## config.mk

```make
export PLATFORM = sky130hd
export DESIGN_NAME = gest_interrup_prio
export DESIGN_NICKNAME = d
export VERILOG_FILES = /design/src/rtl/int_pkg.sv /design/src/rtl/prio_enc.sv /design/src/rtl/gest_interrup_prio.sv
export SDC_FILE = /design/constraint.sdc
export NUM_CORES = 1
export LEC_CHECK = 0
export ABC_CLOCK_PERIOD_IN_PS = 1800
export CORE_ASPECT_RATIO = 0.7
export CORE_MARGIN = 8
export CORE_UTILIZATION = 40
export CTS_CLUSTER_SIZE = 14
export DETAILED_ROUTE_END_ITERATION = 12
export GPL_TIMING_DRIVEN = 0
export PLACE_DENSITY_LB_ADDON = 0.15
export SETUP_SLACK_MARGIN = 0.3
export SYNTH_ARGS = -nofsm -noshare
export SYNTH_HDL_FRONTEND = slang
export SYNTH_SLANG_ARGS = --single-unit
```

## constraint.sdc

```tcl
create_clock -name clk -period 1.8 [get_ports clk]
set_input_delay 0.36 -clock clk [delete_from_list [all_inputs] [get_ports clk]]
set_output_delay 0.36 -clock clk [all_outputs]
set_load 0.005 [all_outputs]
```

## src/rtl/int_pkg.sv

```systemverilog
// Shared definitions for the prioritised interrupt manager: FSM encoding,
// default vector table placement and the vector address helper.
package int_pkg;

  typedef enum logic [1:0] {
    IDLE    = 2'b00,
    REQ     = 2'b01,
    SERVICE = 2'b10
  } int_state_e;

  localparam int unsigned DEF_VEC_BASE   = 32'h3C0;
  localparam int unsigned DEF_VEC_STRIDE = 8;

  // ISR start address of a channel before truncation to the PC width.
  function automatic int unsigned vec_addr(input int unsigned base,
                                           input int unsigned stride,
                                           input int unsigned idx);
    return base + stride * idx;
  endfunction

endpackage

```

## src/rtl/prio_enc.sv

```systemverilog
// Lowest-index-first priority encoder: idx is the lowest set bit of req,
// any flags that at least one request is present.
module prio_enc #(
  parameter int unsigned NCH = 4,
  parameter int unsigned IW  = 4
) (
  input  logic [NCH-1:0] req,
  output logic [IW-1:0]  idx,
  output logic           any
);

  // Scan from the top down so the lowest set index is the last one written.
  always_comb begin
    idx = '0;
    any = |req;
    for (int unsigned i = 0; i < NCH; i++) begin
      if (req[NCH-1-i]) idx = IW'(NCH-1-i);
    end
  end

endmodule

```

## src/rtl/gest_interrup_prio.sv

```systemverilog
// Parametrised interrupt manager: per-channel rising-edge capture, pending
// latch, mask and sticky overrun, fixed-priority arbitration and the
// request/acknowledge/end-of-service handshake with the control unit.
module gest_interrup_prio
  import int_pkg::*;
#(
  parameter int unsigned NCH        = 4,
  parameter int unsigned VW         = 10,
  parameter int unsigned VEC_BASE   = DEF_VEC_BASE,
  parameter int unsigned VEC_STRIDE = DEF_VEC_STRIDE,
  parameter int unsigned IW         = 4
) (
  input  logic           clk,
  input  logic           reset,
  input  logic [NCH-1:0] irq,
  input  logic           gie,
  input  logic           mask_we,
  input  logic [NCH-1:0] mask_in,
  input  logic [NCH-1:0] ovr_clr,
  input  logic           int_ack,
  input  logic           fin_interrup,
  output logic           int_req,
  output logic [VW-1:0]  vector,
  output logic [IW-1:0]  active_id,
  output logic           in_service,
  output logic [NCH-1:0] pending,
  output logic [NCH-1:0] mask,
  output logic [NCH-1:0] overrun
);

  logic [NCH-1:0] irq_d_q, irq_d_d;
  logic [NCH-1:0] pending_q, pending_d;
  logic [NCH-1:0] mask_q, mask_d;
  logic [NCH-1:0] overrun_q, overrun_d;
  int_state_e     state_q, state_d;
  logic           int_req_q, int_req_d;
  logic [VW-1:0]  vector_q, vector_d;
  logic [IW-1:0]  active_id_q, active_id_d;
  logic           in_service_q, in_service_d;

  logic [NCH-1:0] rise;
  logic [NCH-1:0] elig;
  logic [NCH-1:0] act_onehot;
  logic [NCH-1:0] pend_clr;
  logic [IW-1:0]  win_idx;
  logic           win_any;

  prio_enc #(
    .NCH (NCH),
    .IW  (IW)
  ) u_prio_enc (
    .req (elig),
    .idx (win_idx),
    .any (win_any)
  );

  // Decode the frozen active channel into a one-hot for clearing and mask tests.
  always_comb begin
    act_onehot = '0;
    for (int unsigned i = 0; i < NCH; i++) begin
      if (active_id_q == IW'(i)) act_onehot[i] = 1'b1;
    end
  end

  // Edge capture, pending/overrun update and mask register next state.
  always_comb begin
    irq_d_d   = irq;
    rise      = irq & ~irq_d_q;
    pend_clr  = (state_q == REQ && int_ack) ? act_onehot : '0;
    // Set is ORed after the clear so a same-cycle event keeps the latch high.
    pending_d = (pending_q & ~pend_clr) | rise;
    overrun_d = (overrun_q & ~ovr_clr) | (rise & pending_q);
    mask_d    = mask_we ? mask_in : mask_q;
    elig      = gie ? (pending_q & mask_q) : '0;
  end

  // Handshake FSM next state; outputs are registered alongside the state.
  always_comb begin
    state_d      = state_q;
    int_req_d    = int_req_q;
    vector_d     = vector_q;
    active_id_d  = active_id_q;
    in_service_d = in_service_q;
    case (state_q)
      IDLE: begin
        if (win_any) begin
          state_d     = REQ;
          int_req_d   = 1'b1;
          active_id_d = win_idx;
          vector_d    = VW'(vec_addr(VEC_BASE, VEC_STRIDE, 32'(win_idx)));
        end
      end
      REQ: begin
        // Acknowledge takes precedence over a simultaneous withdrawal.
        if (int_ack) begin
          state_d      = SERVICE;
          int_req_d    = 1'b0;
          in_service_d = 1'b1;
        end else if (!gie || ((mask_q & act_onehot) == '0)) begin
          state_d   = IDLE;
          int_req_d = 1'b0;
        end
      end
      SERVICE: begin
        if (fin_interrup) begin
          state_d      = IDLE;
          in_service_d = 1'b0;
        end
      end
      default: begin
        state_d      = IDLE;
        int_req_d    = 1'b0;
        in_service_d = 1'b0;
      end
    endcase
  end

  // Channel state registers.
  always_ff @(posedge clk or negedge reset) begin
    if (!reset) begin
      irq_d_q   <= '0;
      pending_q <= '0;
      mask_q    <= '0;
      overrun_q <= '0;
    end else begin
      irq_d_q   <= irq_d_d;
      pending_q <= pending_d;
      mask_q    <= mask_d;
      overrun_q <= overrun_d;
    end
  end

  // FSM state and registered handshake outputs.
  always_ff @(posedge clk or negedge reset) begin
    if (!reset) begin
      state_q      <= IDLE;
      int_req_q    <= 1'b0;
      vector_q     <= '0;
      active_id_q  <= '0;
      in_service_q <= 1'b0;
    end else begin
      state_q      <= state_d;
      int_req_q    <= int_req_d;
      vector_q     <= vector_d;
      active_id_q  <= active_id_d;
      in_service_q <= in_service_d;
    end
  end

  assign int_req    = int_req_q;
  assign vector     = vector_q;
  assign active_id  = active_id_q;
  assign in_service = in_service_q;
  assign pending    = pending_q;
  assign mask       = mask_q;
  assign overrun    = overrun_q;

endmodule

```

==> flow_metrics.tcl, run 1 <==
set metrics [dict create \
    synth.distinct_cells 22 \
    fin_ws_ns 0.175 \
    root_buffer "clkbuf_4" \
    yosys_warnings 0 \
    synth-xor-area-share_pct 0 \
    slew_headroom_pct 29.2 \
    synthCells 92 \
    drcViolationCount 1 \
    fill_cells 186 \
    drt_iter0_drc 44 \
    p_sw_uw 584 \
    whs_ns 0.466 \
    hold_path.class "register to register" \
    gp_congestion 0.716 \
    max_stage_delay_ns 0.43 \
    htree_levels 1 \
    cts_hold_buf 0 \
    reg2reg_slack_ns 0.18 \
    synth_top_area_share_pct 56.9 \
    crit_fanout 4 \
    worstPathArrival_ns 1.85 \
    track_usage_pct 13.4 \
    netlist_area_mm2 0.00101 \
    clkTransAtPathRegs_ns 0.12 \
    finalHoldViolCount 0 \
    wirelength_mm 3.11 \
    p_sw_share_pct 31.5 \
    vdd_drop_max_mv 0.681 \
    yosys.area_share.adder_pct 0 \
    rsz0062_at_grt "yes" \
    diodes 0 \
    synth_seq_area_share_pct 56.9 \
    antenna_found_initial 0 \
    crit_family "flip-flops" \
    synthTopCellsByArea "dfrtp_1, buf_4, mux2_2" \
    cp_slowest_cell "dfrtp_2" \
    post_drt_wl_per_cell_um 15.6 \
    synth_seq_cells 23 \
    finalNonFillerCells 200 \
    cts_inserted_buffers 3 \
    path_class "register to register" \
    grt_overflow_total 0 \
    die_area_mm2 0.00442 \
    rows 15 \
    via_per_inst 4.78 \
    period_minus_slack_ns 1.62 \
    avgSynthCellArea_um2 11.0 \
    power_frac_seq_pct 39.1 \
    dr.pass1.iters 10 \
    mostFrequentLayoutCell "buf_4" \
    syn2layout_area_growth_pct 72.4 \
    final_cell_area_mm2 0.00174 \
    intPower_mw 1.27 \
    grt_max_degree 24 \
    cts_max_path_buffers 2 \
    place_area_mm2 0.00146 \
    initial_core_util_pct 41.4 \
    cts_tree "done" \
    ios 46 \
    crit_required_ns 2.02 \
    synth_simple_gate_area_share_pct 12.6 \
    worstMarginPinSlew_ns 1.06 \
    status "complete, but fails checks" \
    place_inst 170 \
    port_buffers 39 \
    synthMuxAreaShare_pct 7.80 \
    dp_slack_ns -0.168 \
    power_density_mw_per_mm2 1070 \
    multi_input_comb_area_um2 373 \
    regArea_um2 578 \
    start_kind "register" \
    final_cell_mix "buf_4, dfrtp_1, clkdlybuf4s50_1, buf_6, dlygate4sd2_1" \
    final_nets 185 \
    p_leak_nw 0.844 \
    maxSlewViolCount 0 \
    synth_compound_area_share_pct 11.5 \
    grt_pass1_wl_mm 4.78 \
    die_x_um 76.1 \
    p_clk_share_pct 13.0 \
    pwr-share-comb_pct 47.9 \
    cpMostUsedCell "buf_6" \
    finalPower_mw 1.86 \
    die_y_um 58.1 \
    vias 956 \
    critPathBufInv 3 \
    finalClockSkew_ns 0.00113 \
    cts.sinks 23 \
    cp-end-kind "register" \
    synth_top_area_cell "dfrtp_1" \
    failed_checks "design-rule violations" \
    dp_hpwl_mm 1.86 \
    drive_gt1_share_pct 34.3 \
    fmax_mhz 615 \
    cp_cell_sequence "buf_6 -> buf_6 -> buf_6 -> mux4_2 -> nor3b_4 -> nand2b_4 -> a21o_1" \
    clk_latency_ns 0.31 \
    core-area_mm2 0.00244 \
    maxCapViolCount 0 \
    drtAntennaViolNets 0 \
    period_share_pct 90.3 \
    grt_pass1_vias 1021 \
    synth_top_family_by_area "simple AND/OR/NAND/NOR gates" \
    finalSetupViolations 0 \
]
-- metrics by stage --
stage | setup TNS, ns | util, %
floorplan | 0 | -
global placement | -0.188 | 59.9
detailed placement | -0.168 | 59.9
CTS | 0 | 66.9
global route | 0 | 71.4
finish | 0 | 71.4
-- sequential cells by signal (all words and copies together) (netlist names) --
signal	cells
int_req	1
pending	4
vector	2
active_id	1
state_q	2
overrun	4
in_service	1
irq_d_q	4
mask	4
-- per-layer routing --
metal	part of all wire, %	global-route usage [%]	vias up
met5	0	0	-
met4	1.0	3.54	0
met3	8.4	6.94	6
met2	49	23.1	47
met1	41	14.3	457
li1	-	-	446
-- final cells by class --
type | count | area share, %
clock buffer | 4 | 1.51
buffer | 11 | 5.38
inverter | 7 | 1.51
sequential | 23 | 33.2
timing repair buffer | 65 | 34.6
tap | 34 | 2.44
multi-input combinational | 56 | 21.4
-- cells in the mapped netlist --
library cell and number:
mux2_2 5, nor2_1 3, buf_4 11, and3b_1 1
nand2_1 9, conb_1 1, nor3b_1 1, a311oi_1 1
or2_2 1, a21oi_1 2, o21ai_0 9, inv_1 7
nand3_1 3, a21o_1 5, a211oi_1 1, dfrtp_1 23
a22oi_1 1, nand3b_1 2, nor2b_1 2, mux4_2 1
nand2b_1 2, nor3_1 1
-- timing repair --
item	in CTS	in global routing
setup buffers	19	7
setup endpoints to repair	24	12
resized for setup	37	20
pin swaps	2	2
-- power groups by stage --
stage               combinational [mW]  clock, mW  sequential, mW
floorplan                        0.238          0           0.747
global placement                 0.548          0           0.762
detailed placement               0.555          0           0.768
CTS                              0.741      0.244           0.718
global route                     0.960      0.264           0.747
finish                           0.889      0.241           0.727
-- cell families after synthesis --
logic type      Yosys count
flops                    23
simple gates             25
buf+inv                  18
other cells               1
mux                       6
compound gates           19
-- worst paths after layout --
check                        startpoint          to  cells past startpoint
min in group asynchronous         reset  overrun[3]                      1
hold / removal               irq_d_q[0]  pending[0]                      1
hold reg to reg              irq_d_q[0]  pending[0]                      1
setup reg to reg           active_id[0]     int_req                      7
max in group asynchronous         reset   vector[4]                      1
setup / recovery           active_id[0]     int_req                      7
No activity file was read; power rests on OpenSTA's default activity.
==> inputs of run 2 (changes only) <==
--- a/config.mk
+++ b/config.mk
@@ -5,7 +5,6 @@
 export SDC_FILE = /design/constraint.sdc
 export NUM_CORES = 1
 export LEC_CHECK = 0
-export ABC_CLOCK_PERIOD_IN_PS = 1800
 export CORE_ASPECT_RATIO = 0.7
 export CORE_MARGIN = 8
 export CORE_UTILIZATION = 40
==> results of run 2 <==
The final DEF is identical to that of run 1; final timing and power are the same.
==> patch 1: new RTL, settings of run 1 <==
Make the reset (`reset`) synchronous in 2 clocked blocks.
--- a/src/rtl/gest_interrup_prio.sv
+++ b/src/rtl/gest_interrup_prio.sv
@@ -116,7 +116,7 @@
   end
 
   // Channel state registers.
-  always_ff @(posedge clk or negedge reset) begin
+  always_ff @(posedge clk) begin
     if (!reset) begin
       irq_d_q   <= '0;
       pending_q <= '0;
@@ -131,7 +131,7 @@
   end
 
   // FSM state and registered handshake outputs.
-  always_ff @(posedge clk or negedge reset) begin
+  always_ff @(posedge clk) begin
     if (!reset) begin
       state_q      <= IDLE;
       int_req_q    <= 1'b0;
Check against the original RTL: differs if reset is asserted again (counterexample within 4 cycles, from zero or initial values and one cycle with reset low); with reset held inactive, the same outputs for 10 cycles.
==> patch 1 against run 1 <==
- setup slack better by 170 ps
- clock skew is 8.4 ps higher
- critical endpoint is now in_service
- count of clock-buffer cells in the layout is 1 lower
- wire length is 9.3% lower
- area after synthesis is 1.7% higher
- cell area is 7.1% lower
- sequential cell count stayed put
- highest routed layer unchanged
Power is not compared: it rests on default switching activity, and its combinational part moved more than twofold at a synthesized area within 25%.
==> patch 1: results (changes against run 1) <==
[worst_hold_path]
holdPathEnd = in_service

[yosys]
async_flop_share = 0  ; -1.00
syn_area_per_cell_um2 = 9.70  ; -12%
synth.area.top_cells = dfxtp_1 (45%), buf_4 (8.0%), a21boi_0 (6.6%)
seq_area_frac_synth = 0.448  ; -0.122

[finish]
multi_input_area_share = 0.306  ; +0.0921
final_util = 0.659  ; -0.0558
fin_nets = 179  ; -3.2%
n_all_inverters = 0  ; -7
fill_cells = 226  ; +22%
clk_share = 0.0286  ; +0.0135
buf_share = 0.335  ; -0.0645
multi_input_cells = 74  ; +32%
n_all_buffers = 59  ; -22%

[global_route]
grt_pass1_wl_mm = 4.80  ; +0.29%
grt_pass1_vias = 983  ; -3.7%
grt_use_met2 = 0.232  ; +0.00122
use_met3 = 0.0653  ; -0.00409
grt_max_degree = 14  ; -42%
grtUsageMet1 = 0.142  ; -0.00100
grt_usage = 0.133  ; -0.00134

[route]
dr.pass1.iters = 4  ; -6
wl_met2_mm = 1.32  ; -14%
detail_route.wl_per_cell_um = 14.5  ; -6.5%
met1_length_mm = 1.23  ; -4.7%
vias = 918  ; -4.0%
drt_iter0_drc = 16  ; -64%
wl_met3_um = 249  ; -4.2%
via_per_inst = 4.73  ; -1.0%

[placed_design]
place.gp.congestion = 0.835  ; +17%
dpl_cell_area_um2 = 1470  ; +0.51%
place_worst_setup_slack_ps = 55.1  ; +224 ps
portBuffers = 38  ; -2.6%

[clocking]
worst_skew_pair.late_latency_ps = 270  ; -40 ps
cts_resized = 27  ; -27%
clockRootBuffer = clkbuf_8
postCtsSetupRepairBufs = 7  ; -12

[worst_setup_path]
cp_max_fo = 2  ; -2
cpPeakStageDelay_ps = 490  ; +60 ps
rr_endpoint = int_req
arrival_ps = 1090  ; -760 ps
path_delay_family = buffers and inverters
reg2reg_depth = 5  ; -2
critPathSlowestCell = clkdlybuf4s50_1
r2r_slack_ps = 370  ; +190 ps

[floorplan]
die-width_um = 76.6  ; +0.68%

[pwr]
finalPower_mw = 1.06
peakVddDrop_uv = 507

[sta]
holdWs_ps = 471  ; +4.85 ps

[run_status]
status = finished, final reports clean

patch 1: cell count changes in the layout (fill, tap and decap cells not counted), moves of 6 or more:
cell                   run 1  this run
a21boi_0                   0         9
dlymetal6s2s_1             1        10
dfxtp_2                    0         7
dfxtp_4                    0         6
buf_4                     25        18
nand2b_1                   0         6
dfrtp_1                   21         0
dfxtp_1                    0        10
inv_1                      7         0
buf_6                     15         0
patch 1: how the worst max path moves through the flow:
stage,start,endpoint,slack (ps)
after floorplan,active_id[0],int_req,450
after global placement,reset,vector[4],80
after detailed placement,gie,active_id[0],60
after CTS,active_id[0],vector[3],210
after global routing,overrun[3],overrun[3],310
final,in_service,in_service,350
patch 1: cell families (layout without fill, tap and decap cells):
kind of cell	Yosys count	after routing	synth area share
other cells	1	6	0.00365
buf+inv	14	63	0.0912
mux	5	5	0.0608
flops	23	23	0.448
compound gates	26	26	0.190
simple gates	37	37	0.207
==> patch 2: new RTL, settings of run 1 <==
Made on the original files. Set the parameter `VW` to 12 (it was 10).
--- a/src/rtl/gest_interrup_prio.sv
+++ b/src/rtl/gest_interrup_prio.sv
@@ -5,7 +5,7 @@
   import int_pkg::*;
 #(
   parameter int unsigned NCH        = 4,
-  parameter int unsigned VW         = 10,
+  parameter int unsigned VW         = 12,
   parameter int unsigned VEC_BASE   = DEF_VEC_BASE,
   parameter int unsigned VEC_STRIDE = DEF_VEC_STRIDE,
   parameter int unsigned IW         = 4
Ports: changed (resized vector); port bits go from 46 to 48. No check against the original RTL was run, so the function may have changed too.
==> patch 2 against run 1 <==
- sequential cell count did not move
- cell area is 5.3% lower
- first-iteration DRC count is 55% lower
- wire length decreased by 21%
- hold slack better by 1.7 ps
- final cell count fell by 3.5%
- synthesized cell count is 2.2% higher
- fmax is 5.5% higher
- setup slack improved by 85 ps
- power fell by 10%
- non-clock buffer count is 9 lower
- area after synthesis rose by 1.5%
- critical endpoint unchanged
==> patch 2: results (changes against run 1) <==
[finish]
fin_nets = 178  ; -3.8%
layout-drive-gt1-share = 0.289  ; -0.0541
diodes = 0  ; unchanged

[run_status]
status = finished, final reports clean

[placed_design]
hpwl_mm = 1.86  ; -0.20%
place.gp.congestion = 0.841  ; +18%
place_worst_setup_slack_ps = -174  ; -6.07 ps
dpl_cell_area_um2 = 1490  ; +1.5%

[yosys]
synth.area.top_cells = dfrtp_1 (56%), buf_4 (9.5%), mux2_2 (5.5%)
synth_compound_area_frac = 0.113  ; -0.00168
synth_common_cells = dfrtp_1 (23), buf_4 (13), nand2_1 (9), o21ai_0 (9), inv_1 (7)
synthAdderAreaFrac = 0  ; unchanged
async_flop_share = 1.00  ; unchanged
synthMuxAreaShare = 0.0768  ; -0.00114
ys_warn_count = 0  ; unchanged
seq_area_frac_synth = 0.561  ; -0.00833

[pwr]
peakVddDrop_uv = 529  ; -22%
power.leakage_nw = 0.788  ; -6.5%

[worst_setup_path]
path_delay_family = multiplexers
cp_max_fo = 2  ; -2
critPathSlowestCell = mux4_2
arrival_ps = 1740  ; -110 ps
cpPeakStageDelay_ps = 460  ; +30 ps

[global_route]
grt_pass1_vias = 893  ; -13%
grt_max_degree = 24  ; unchanged
grt_pass1_wl_mm = 4.17  ; -13%
grt_usage = 0.115  ; -0.0191
antenna_found_initial = 0  ; unchanged

[clocking]
worst_skew_pair.late_latency_ps = 300
clockRootBuffer = clkbuf_4
htreeDepth = 1  ; unchanged
clkTransAtPathRegs_ps = 110

[route]
via_per_inst = 4.39  ; -8.2%
drt-total-wl_mm = 2.45  ; -21%
drt_iter0_drc = 20  ; -55%
dr.pass1.iters = 4  ; -6

[sta]
fin_skew_ps = 3.32  ; +2.18 ps
tightest_slew_ps = 1010  ; -46.0 ps

[worst_hold_path]
holdCritPathClass = flop to flop

patch 2: changes by cell type in the layout (fill, tap and decap cells not counted):
| cell | before | now |
|---|---|---|
| buf_6 | 15 | 3 |
| a22oi_1 | 1 | 0 |
| conb_1 | 6 | 8 |
| a311oi_4 | 0 | 1 |
| clkbuf_2 | 1 | 2 |
| a22oi_2 | 0 | 1 |
| nand2b_2 | 1 | 0 |
| clkdlybuf4s15_1 | 3 | 2 |
| nand2b_1 | 0 | 1 |
| dlygate4sd2_1 | 14 | 17 |
| a311oi_2 | 1 | 0 |
patch 2: layout make-up:
cell class              count  area, um2
inverters                   7       26.3
fillers                   212        790
flip-flops and latches     23        578
well taps                  34       42.5
clock buffers               4       26.3
plain buffers              13       97.6
multi-input cells          58        394
repair buffers             54        485
patch 2: logic make-up after synthesis:
group,after synthesis
buf+inv,20
other cells,1
compound gates,19
flops,23
simple gates,25
mux,6
patch 2: per-layer routing:
| layer | vias up | routed length, um | track usage |
|---|---|---|---|
| li1 | 426 | - | - |
| met1 | 385 | 1040 | 0.119 |
| met2 | 34 | 1130 | 0.196 |
| met3 | 2 | 279 | 0.0775 |
| met4 | 0 | 9 | 0.0163 |
| met5 | - | 0 | 0 |
patch 2: path summary, 6_finish.rpt:
path                       startpoint          to  slack, ps  cells after the start
max                           mask[1]     int_req        260                      5
min                        irq_d_q[0]  pending[0]        470                      1
max reg2reg                   mask[1]     int_req        260                      5
min reg2reg                irq_d_q[0]  pending[0]        470                      1
max in group asynchronous       reset   vector[4]        520                      1
min in group asynchronous       reset  overrun[3]        600                      1
patch 2: timing repair:
action,4_1_cts,5_1_grt
resized for setup,25,14
cloned,0,0
pin swaps,1,2
endpoints found under the setup margin,24,8
setup buffers,11,4
patch 2: power breakdown:
group / switching (mW) / internal (mW) / total [mW]
clock network: 0.137 / 0.0863 / 0.223
logic: 0.281 / 0.447 / 0.728
registers: 0.0870 / 0.630 / 0.717
patch 2: stage by stage:
| step | TNS [ps] | utilization | std cells |
|---|---|---|---|
| final | 0 | 0.676 | 193 |
| after global routing | 0 | 0.676 | 193 |
| after CTS | 0 | 0.647 | 189 |
| after detailed placement | -174 | 0.609 | 174 |
| after global placement | -196 | 0.609 | 174 |
| after floorplan | 0 | - | 101 |
